### src/rtl/min_search_ctrl_pkg.sv
// -----------------------------------------------------------------------------
// min_search_ctrl_pkg
// Shared types and defaults for the codebook minimum-search block.
//   state_t           : sequencer states (also exported for debug visibility)
//   DATA_WIDTH_DEF    : default distance width
//   NUM_CODES_DEF     : default number of distances per frame
//   IDX_WIDTH_DEF     : default codeword index width
//   DIST_MAX          : all-ones distance at the default width
// -----------------------------------------------------------------------------
package min_search_ctrl_pkg;

  typedef enum logic [1:0] {
    IDLE   = 2'd0,
    SEARCH = 2'd1,
    FLUSH  = 2'd2,
    DONE   = 2'd3
  } state_t;

  localparam int DATA_WIDTH_DEF = 16;
  localparam int NUM_CODES_DEF  = 32;
  localparam int IDX_WIDTH_DEF  = 5;

  localparam logic [DATA_WIDTH_DEF-1:0] DIST_MAX = '1;

endpackage

### src/rtl/min_search_ctrl_if.sv
// -----------------------------------------------------------------------------
// min_search_ctrl_if
// Bundles the control, distance stream and result signals of min_search_ctrl.
//   start, abort            : frame control from the upstream controller
//   distance_data/_en       : distance stream from the distance engine
//   busy                    : high while a frame is in SEARCH or FLUSH
//   min_value/min_index     : result of the last completed frame
//   result_valid            : one-cycle pulse when the result updates
//   fsm_state               : sequencer state, for observation only
//
// Handshake: distance_en is a valid strobe with no ready. A distance is
// consumed on every rising edge where distance_en is high and the block is
// in SEARCH; anywhere else it is dropped. The producer must never rely on
// backpressure.
// Modports: master = stimulus/controller side, slave = min_search_ctrl.
// -----------------------------------------------------------------------------
interface min_search_ctrl_if
  import min_search_ctrl_pkg::*;
#(
  parameter int DATA_WIDTH = 16,
  parameter int IDX_WIDTH  = 5
);
  logic                  start;
  logic                  abort;
  logic [DATA_WIDTH-1:0] distance_data;
  logic                  distance_en;
  logic                  busy;
  logic [DATA_WIDTH-1:0] min_value;
  logic [IDX_WIDTH-1:0]  min_index;
  logic                  result_valid;
  state_t                fsm_state;

  modport master (
    output start, abort, distance_data, distance_en,
    input  busy, min_value, min_index, result_valid, fsm_state
  );

  modport slave (
    input  start, abort, distance_data, distance_en,
    output busy, min_value, min_index, result_valid, fsm_state
  );
endinterface

### src/rtl/min_search_ctrl_min_cmp_stage.sv
// -----------------------------------------------------------------------------
// min_cmp_stage
// Registered two-input unsigned minimum with index passthrough, 1-cycle latency.
//   clk, rst_n          : clock, asynchronous active-low reset
//   in1_val/in1_idx     : candidate 1 (fed-back running minimum or seed)
//   in2_val/in2_idx     : candidate 2 (new distance or all-ones filler)
//   out_val/out_idx     : registered winner
// Ties pick in1, so the earlier index survives and an all-ones filler on in2
// never disturbs the running minimum.
// -----------------------------------------------------------------------------
module min_cmp_stage #(
  parameter int DATA_WIDTH = 16,
  parameter int IDX_WIDTH  = 5
) (
  input  logic                  clk,
  input  logic                  rst_n,
  input  logic [DATA_WIDTH-1:0] in1_val,
  input  logic [IDX_WIDTH-1:0]  in1_idx,
  input  logic [DATA_WIDTH-1:0] in2_val,
  input  logic [IDX_WIDTH-1:0]  in2_idx,
  output logic [DATA_WIDTH-1:0] out_val,
  output logic [IDX_WIDTH-1:0]  out_idx
);
  logic [DATA_WIDTH-1:0] val_d, val_q;
  logic [IDX_WIDTH-1:0]  idx_d, idx_q;

  always_comb begin
    val_d = in2_val;
    idx_d = in2_idx;
    if (in1_val <= in2_val) begin
      val_d = in1_val;
      idx_d = in1_idx;
    end
  end

  always_ff @(posedge clk or negedge rst_n) begin
    if (!rst_n) begin
      val_q <= '0;
      idx_q <= '0;
    end else begin
      val_q <= val_d;
      idx_q <= idx_d;
    end
  end

  assign out_val = val_q;
  assign out_idx = idx_q;
endmodule

### src/rtl/min_search_ctrl.sv
// -----------------------------------------------------------------------------
// min_search_ctrl
// Folds one frame of NUM_CODES unsigned distances into a running minimum and
// reports the global minimum and its 0-based arrival index.
//   clk    : system clock, rising edge
//   rst_n  : asynchronous active-low reset
//   bus    : min_search_ctrl_if.slave (start/abort, distance stream, result,
//            busy, fsm_state)
// Flow: IDLE -start-> SEARCH -last sample-> FLUSH -> DONE (result pulse)
//       -> SEARCH on start, else IDLE. abort forces IDLE from any state.
// The running minimum lives in min_cmp_stage; its output is fed back on
// compare input 1 while new distances enter on input 2.
// -----------------------------------------------------------------------------
module min_search_ctrl
  import min_search_ctrl_pkg::*;
#(
  parameter int DATA_WIDTH = 16,
  parameter int NUM_CODES  = 32,
  parameter int IDX_WIDTH  = $clog2(NUM_CODES)
) (
  input  logic              clk,
  input  logic              rst_n,
  min_search_ctrl_if.slave  bus
);
  localparam logic [DATA_WIDTH-1:0] DIST_ALL_ONES = '1;
  localparam logic [IDX_WIDTH-1:0]  LAST_CNT      = IDX_WIDTH'(NUM_CODES - 1);

  state_t                state_d, state_q;
  logic [IDX_WIDTH-1:0]  cnt_d, cnt_q;
  logic                  first_d, first_q;
  logic                  busy_d, busy_q;
  logic                  result_valid_d, result_valid_q;
  logic [DATA_WIDTH-1:0] min_value_d, min_value_q;
  logic [IDX_WIDTH-1:0]  min_index_d, min_index_q;

  logic [DATA_WIDTH-1:0] in1_val, in2_val, cmp_val;
  logic [IDX_WIDTH-1:0]  in1_idx, in2_idx, cmp_idx;
  logic                  sample_acc;
  logic                  last_sample;

  assign sample_acc  = (state_q == SEARCH) && bus.distance_en;
  assign last_sample = sample_acc && (cnt_q == LAST_CNT);

  // The first accepted sample of a frame is compared against an all-ones seed
  // so whatever the comparator held from before cannot leak into this frame.
  always_comb begin
    in1_val = cmp_val;
    in1_idx = cmp_idx;
    in2_val = DIST_ALL_ONES;
    in2_idx = '0;
    if (sample_acc) begin
      in2_val = bus.distance_data;
      in2_idx = cnt_q;
      if (first_q) begin
        in1_val = DIST_ALL_ONES;
        in1_idx = '0;
      end
    end
  end

  min_cmp_stage #(
    .DATA_WIDTH (DATA_WIDTH),
    .IDX_WIDTH  (IDX_WIDTH)
  ) u_cmp (
    .clk     (clk),
    .rst_n   (rst_n),
    .in1_val (in1_val),
    .in1_idx (in1_idx),
    .in2_val (in2_val),
    .in2_idx (in2_idx),
    .out_val (cmp_val),
    .out_idx (cmp_idx)
  );

  always_comb begin
    state_d        = state_q;
    cnt_d          = cnt_q;
    first_d        = first_q;
    result_valid_d = 1'b0;
    min_value_d    = min_value_q;
    min_index_d    = min_index_q;

    case (state_q)
      IDLE: begin
        if (bus.start) begin
          state_d = SEARCH;
          cnt_d   = '0;
          first_d = 1'b1;
        end
      end
      SEARCH: begin
        // start here is deliberately ignored: a frame is never restarted.
        if (sample_acc) begin
          first_d = 1'b0;
          if (last_sample) begin
            state_d = FLUSH;
            cnt_d   = '0;
          end else begin
            cnt_d = cnt_q + 1'b1;
          end
        end
      end
      FLUSH: begin
        // Comparator now holds the final winner of the frame.
        state_d        = DONE;
        min_value_d    = cmp_val;
        min_index_d    = cmp_idx;
        result_valid_d = 1'b1;
      end
      DONE: begin
        if (bus.start) begin
          state_d = SEARCH;
          cnt_d   = '0;
          first_d = 1'b1;
        end else begin
          state_d = IDLE;
        end
      end
      default: state_d = IDLE;
    endcase

    // abort overrides everything, including the FLUSH capture and pulse.
    if (bus.abort) begin
      state_d        = IDLE;
      cnt_d          = '0;
      first_d        = 1'b0;
      result_valid_d = 1'b0;
      min_value_d    = min_value_q;
      min_index_d    = min_index_q;
    end
  end

  assign busy_d = (state_d == SEARCH) || (state_d == FLUSH);

  always_ff @(posedge clk or negedge rst_n) begin
    if (!rst_n) begin
      state_q        <= IDLE;
      cnt_q          <= '0;
      first_q        <= 1'b0;
      busy_q         <= 1'b0;
      result_valid_q <= 1'b0;
      min_value_q    <= '0;
      min_index_q    <= '0;
    end else begin
      state_q        <= state_d;
      cnt_q          <= cnt_d;
      first_q        <= first_d;
      busy_q         <= busy_d;
      result_valid_q <= result_valid_d;
      min_value_q    <= min_value_d;
      min_index_q    <= min_index_d;
    end
  end

  assign bus.busy         = busy_q;
  assign bus.result_valid = result_valid_q;
  assign bus.min_value    = min_value_q;
  assign bus.min_index    = min_index_q;
  assign bus.fsm_state    = state_q;
endmodule

### src/flat_wrapper.sv
// flat-port wrapper written by rule: the top's interface ports become plain ports
module min_search_ctrl_flat import min_search_ctrl_pkg::*;
#(
  parameter int DATA_WIDTH = 16,
  parameter int NUM_CODES  = 32,
  parameter int IDX_WIDTH  = $clog2(NUM_CODES)
)
  (clk, rst_n, bus_start, bus_abort, bus_distance_data, bus_distance_en, bus_busy, bus_min_value, bus_min_index, bus_result_valid, bus_fsm_state);
  min_search_ctrl_if #(.DATA_WIDTH(DATA_WIDTH), .IDX_WIDTH(IDX_WIDTH)) bus_i ();
  input  logic clk;
  input  logic rst_n;
  input wire logic [$bits(bus_i.start)-1:0] bus_start;
  input wire logic [$bits(bus_i.abort)-1:0] bus_abort;
  input wire logic [$bits(bus_i.distance_data)-1:0] bus_distance_data;
  input wire logic [$bits(bus_i.distance_en)-1:0] bus_distance_en;
  output wire logic [$bits(bus_i.busy)-1:0] bus_busy;
  output wire logic [$bits(bus_i.min_value)-1:0] bus_min_value;
  output wire logic [$bits(bus_i.min_index)-1:0] bus_min_index;
  output wire logic [$bits(bus_i.result_valid)-1:0] bus_result_valid;
  output wire logic [$bits(bus_i.fsm_state)-1:0] bus_fsm_state;
  assign bus_i.start = bus_start;
  assign bus_i.abort = bus_abort;
  assign bus_i.distance_data = bus_distance_data;
  assign bus_i.distance_en = bus_distance_en;
  assign bus_busy = bus_i.busy;
  assign bus_min_value = bus_i.min_value;
  assign bus_min_index = bus_i.min_index;
  assign bus_result_valid = bus_i.result_valid;
  assign bus_fsm_state = bus_i.fsm_state;
  min_search_ctrl #(.DATA_WIDTH(DATA_WIDTH), .NUM_CODES(NUM_CODES), .IDX_WIDTH(IDX_WIDTH)) u_core (.clk(clk), .rst_n(rst_n), .bus(bus_i));
endmodule
### config.mk
export PLATFORM = sky130hd
export DESIGN_NAME = min_search_ctrl_flat
export DESIGN_NICKNAME = d
export VERILOG_FILES = /design/src/rtl/min_search_ctrl_pkg.sv /design/src/rtl/min_search_ctrl_if.sv /design/src/rtl/min_search_ctrl_min_cmp_stage.sv /design/src/rtl/min_search_ctrl.sv /design/src/flat_wrapper.sv
export SDC_FILE = /design/constraint.sdc
export NUM_CORES = 1
export LEC_CHECK = 0
export ABC_AREA = 0
export CORE_MARGIN = 10
export CORE_UTILIZATION = 50
export CTS_CLUSTER_DIAMETER = 80
export CTS_CLUSTER_SIZE = 12
export DETAILED_ROUTE_END_ITERATION = 10
export GPL_TIMING_DRIVEN = 0
export PLACE_DENSITY = 0.81
export SLEW_MARGIN = 20
export SYNTH_ARGS = -nofsm -noshare
export SYNTH_HDL_FRONTEND = slang
export SYNTH_SLANG_ARGS = --single-unit
### constraint.sdc
create_clock -name clk -period 5.2 [get_ports clk]
set_input_delay 0.78 -clock clk [delete_from_list [all_inputs] [get_ports clk]]
set_output_delay 0.78 -clock clk [all_outputs]
set_load 0.01 [all_outputs]
**Yosys cells after proc, flatten, opt, wreduce, memory -nomap -nowiden**

Index checks and enable logic that the tools add are counted.

- Order comparisons: 1
- Reduce and logical (&&, ||, !) cells: 9
- Multiplexer cells: 25
- Bitwise gates (word level): 1
- $add $sub $neg: 1
- Equal/unequal tests: 10

Operator list:

| cell | number |
|---|---|
| $mux 16 | 4 |
| $mux 5 | 8 |
| $le 16x16->1 | 1 |
| $pmux 5 s2 | 1 |
| $mux 2 | 4 |
| $pmux 2 s4 | 1 |
| $eq 2x2->1 const B | 3 |
| $mux 1 | 6 |
| $add 5x1->5 const B | 1 |
| $eq 5x5->1 const B | 1 |
| $eq 2x1->1 const B | 2 |
| $ne 2x1->1 const B | 2 |
| $reduce_and 2->1 | 2 |
| $ne 3x1->1 const B | 1 |
| $ne 3x2->1 const B | 1 |
| $reduce_and 3->1 | 1 |
| $reduce_bool 3->1 | 1 |
| $logic_and 1x1->1 | 2 |
| $logic_not 2->1 | 1 |
| $pmux 1 s2 | 1 |
| $reduce_or 2->1 | 1 |
| $logic_or 1x1->1 | 1 |
| $not 1->1 | 1 |

- Register bits: 52
- Input port bits: 21
- Output and inout bits: 25
- Word-level logic and storage cells: 56

**Depth between registers and ports, before layout**

- Depth in word-level cells: 9
- Depth in mapped cells: 15

**By module**

From an unflattened synthesis, not the netlist that was laid out.

- Cells, all modules: 258
- Area total of the unflattened synthesis: 2860.2 um^2

By module, submodules not included:

| module | times used | cells an instance | area an instance (um^2) |
|---|---|---|---|
| min_search_ctrl | 1 | 158 | 1667.8 |
| min_cmp_stage | 1 | 100 | 1192.4 |

**Worst setup path before layout**

Ideal clock, no wire load.

- Path kind: input to register
- From: in bus_distance_en
- To: reg u_core.u_cmp.val_q[0], in the netlist u_core.u_cmp.out_val[0]
- Path buffers: 2
- Cell stages on the path: 13
- Path slack: 1.776 ns
- Setup time: 0.079 ns
- Required time: 5.121 ns
- Arrival time: 3.344 ns
- Cell sequence: nand2_1 nor2_1 clkbuf_1 nor2_1 inv_1 ha_1 nand4_2 nor2_1 or3_1 or4_4 o21ai_4 buf_12 mux2i_1

- Longest elaborated chain between the ends: 4

RTL lines:

| item | line | text |
|---|---|---|
| start, declared | flat_wrapper.sv:15 | `input wire logic [$bits(bus_i.distance_en)-1:0] bus_distance_en;` |
| $logic_and 1x1->1 (*) | min_search_ctrl.sv:41 | `assign sample_acc = (state_q == SEARCH) && bus.distance_en;` |
| $mux 16 | min_search_ctrl.sv:51 | `if (sample_acc) begin` |
| $le 16x16->1 | min_search_ctrl_min_cmp_stage.sv:30 | `if (in1_val <= in2_val) begin` |
| $mux 16 (*) | min_search_ctrl_min_cmp_stage.sv:30 |  |
| via u_core.u_cmp.val_d[0] | min_search_ctrl_min_cmp_stage.sv:24 | `logic [DATA_WIDTH-1:0] val_d, val_q;` |
| end signal, assigned | min_search_ctrl_min_cmp_stage.sv:41 | `val_q <= val_d;` |
| end, declared | min_search_ctrl_min_cmp_stage.sv:24 |  |

The timed path passes the listed nets; every way through them passes the cells marked *.
A chain may end at the register's enable or synchronous reset.

**Final worst setup path**

- From: in bus_distance_en
- To: reg u_core.u_cmp.val_q[10], in the netlist u_core.u_cmp.out_val[10]

Same word-level chain as after synthesis.

==> results list <==
- Clock net sink count: 52
- Of all nets on the critical path, the largest fanout is 10.
* Source-to-sink clock delay at the later pin of the worst-skew pair: 310 ps
- Summing all non-filler instances in the final layout gives an area of about 3300 µm².
- Core footprint: around 5200 µm²
* PnR Total Power: ~1300 µW
* Post-DRT Antenna Nets: 0
- The initial utilization of the core area, before any placement, comes to 52.5%.
* Syn. warnings: 0
* CTS resizes: 0
- Via count of the first global-routing pass: 2062
* Setup TNS: 0 ps
* Number of fill cells in the layout: 381
* RSZ-0062 raised after global routing: false
- Across all layers, the routed design uses a little under 2000 vias.
* Sum of overflow across all layers after global routing: 0
- Netlist area before placement: 2710 µm²
- Data on the critical path arrives at its endpoint at 4510 ps.
- In this run, the number of DRC markers left after iteration 0 of detailed routing was 76.
* Detailed-routing iteration count for the pre-antenna-repair pass: 4
- The die is 93.7 µm tall.
- Number of flops mapped to enable cells by yosys: 0
* Critical path endpoint category: flop
- STA puts the critical path data required time at between 5000 and 6000 ps.
- 0 antenna diodes ended up in the layout.
* Hold Vio Cnt, Final: 0
* Final worst setup slack: 914 ps
* Floorplan die width: 93.7 µm
- Layout Utilization: 64.6%
* Post-synthesis cell count: approximately 250
- # nets final: between 300 and 400
* Number of setup buffers added after CTS: 0
* Fraction of layout instances using a drive strength above 1: between 10% and 20%
* Clock tree from TritonCTS: done
- Clock buffers created by TritonCTS: 5
* Number of buffers inserted for hold repair after clock tree synthesis: 0
- Clock edge transition at the registers on the reported setup and hold paths: around 100 ps
* Critical path startpoint category: input port
* Routed wire length: 5.52 mm
* WS Path Type: in -> reg
- Compared with the post-synthesis result, the final layout area differs by 23.1%.
- After synthesis, the largest area contributor takes up 47.9% of total cell area.
- Area contributors post-synth: dfrtp_1 48%, ha_1 10%, mux2_2 8.7%
* Final number of max-transition violations: 0
* Worst Hold Class: in -> async
- Vias per cell: 5.18
* Number of storage elements in the synthesis netlist: 52
* Global-route wire length before repair: 9.36 mm
- For this run, design rule violations remaining after detail routing come to 0.
- After detailed routing, the average wire length per cell comes to 14.7 µm.
* Cell Rows: 26
* Max rail drop VDD: 0.260 mV
* Result of the run: complete, no violations
- Yosys cell types: 35
- Clock skew on the completed layout was measured at 10.5 ps.
- Power per cell area: 378 nW/µm²
- Pre-CTS setup slack: 625 ps
- For this design the top-level I/O count stands at 46.
- Number of I/O port buffers: 45
- At the pin with the least slew margin, the transition time is 654 ps.
- Largest area contributor in the synthesized netlist: dfrtp_1
* Post-layout minimum cycle time: about 4300 ps
- The worst pin sits at a relative slew slack of 56.4%.
* Pin count of the biggest net entering global routing: 53
* Most common flop cell mapped by yosys: dfrtp_1
- Timing would allow up to 233 MHz.
* Final worst path period share: 82.4%
* Total die area: 8770 µm²
- P_leak: ~0.0016 µW
* Post-detail-place hpwl: 4.10 mm
- H-tree depth: 2
* Clock buffer depth: 2
- Sequential elements use 47.9% of the synthesized area.
* Reported max-cap violation count: 0
- Global routing used between 10% and 20% of the available tracks across all layers.
- Number of failing setup endpoints in the final timing report: 0
- Total cell area at the placement stage: 3250 µm²
- Net Count, Synth: about 300
- The initial antenna violation count was 0.
- The root buffer cell chosen for the clock tree is clkbuf_8.
- The average instance in the mapped netlist occupies 10.7 µm².
* Final Wtd Congestion: 0.826
- Share of flip-flops with an asynchronous set or reset after synthesis: 100%
==> cell usage after synthesis, types with 3 or more instances <==
library cell   n
nor2_1        38
clkbuf_1       3
mux2_2        21
a21oi_1        8
o31ai_1        3
dfrtp_1       52
o21ai_0        5
ha_1          22
mux2i_1       22
nand2_1       23
nand2b_1       3
inv_1         24
==> registers in the layout, indices dropped and copies added (netlist names), 2 cells and up <==
signal / count
u_core.bus.min_value: 16
u_core.u_cmp.out_val: 16
u_core.bus.min_index: 5
u_core.cnt_q: 5
u_core.u_cmp.out_idx: 5
u_core.bus.fsm_state: 2
==> cells by family (layout without fill, tap and decap cells) <==
group	after synthesis	in the layout	share of synthesized area, %
AND/OR/NAND/NOR	79	79	13.1
flip-flops	52	52	47.9
multiplexers	43	43	16.8
buffers and inverters	31	84	5.49
AO/OA/AOI/OAI	26	26	6.50
adder cells (fa/ha/maj)	22	22	10.1
==> path summary, 6_finish.rpt <==
kind | from | endpoint | slack (ps) | depth (start not counted)
worst max-delay path | bus_distance_en | u_core.u_cmp.out_val[10] | 910 | 14
worst min-delay path | rst_n | u_core.bus.busy | 480 | 1
worst max register to register | u_core.bus.fsm_state[1] | u_core.u_cmp.out_val[10] | 1080 | 15
worst min register to register | u_core.bus.min_index[1] | u_core.bus.min_index[1] | 510 | 1
max in group asynchronous | rst_n | u_core.bus.min_value[8] | 4270 | 1
min in group clk | u_core.bus.min_index[1] | u_core.bus.min_index[1] | 510 | 1
==> report_power, final <==
group          switching, µW  total (µW)  internal (µW)
clock                    137         232           95.5
sequential              25.0         471            446
combinational            279         559            280
==> metal layers <==
layer / share of wire, % / GRT usage [%] / wire length [µm] / vias up
met1: 44 / 15.0 / 2420 / 943
met5: 0 / 0 / 0 / -
met3: 5.9 / 3.68 / 326 / 8
li1: - / - / - / 961
met2: 49 / 22.3 / 2680 / 36
met4: 1.7 / 4.56 / 93 / 0
==> metrics by stage <==
stage	hold slack, ps	cells
2_1_floorplan	459	253
3_3_place_gp	485	368
3_5_place_dp	493	368
4_1_cts	513	376
5_1_grt	531	376
6_report	483	376
==> layout by cell type (no fill, tap or decap), types with 2 or more instances in the layout <==
cell,count
nand2b_1,3
buf_12,2
o31ai_1,3
nor2b_1,2
clkbuf_1,3
mux2i_1,22
a21oi_1,8
clkdlybuf4s50_1,44
o21ai_0,5
nand3_1,2
nand4_1,2
dfrtp_1,52
clkinvlp_4,2
ha_1,22
buf_1,2
inv_1,24
nor2_1,38
mux2_2,21
or4_4,2
clkbuf_8,5
nand2_1,23
==> worst max-delay path: stages <==
cell and delay [ps]:
clkdlybuf4s50_1 530, nand2_1 240, nor2_1 480, clkbuf_1 430, nor2_1 110, inv_1 80, ha_1 260, nand4_2 140
nor2_1 60, or3_1 350, or4_4 530, o21ai_4 120, buf_12 190, mux2i_1 210
==> layout make-up <==
| cell class | count | area [µm²] | share of cell area, % |
|---|---|---|---|
| multi-input combinational | 170 | 1260 | 37.8 |
| clock buffer | 5 | 68.8 | 2.06 |
| buffer | 7 | 58.8 | 1.76 |
| tap | 70 | 87.6 | 2.62 |
| timing repair buffer | 45 | 448 | 13.4 |
| clock inverter | 3 | 23.8 | 0.711 |
| inverter | 24 | 90.1 | 2.70 |
| sequential | 52 | 1300 | 38.9 |
No activity file was read; power rests on OpenSTA's default activity.
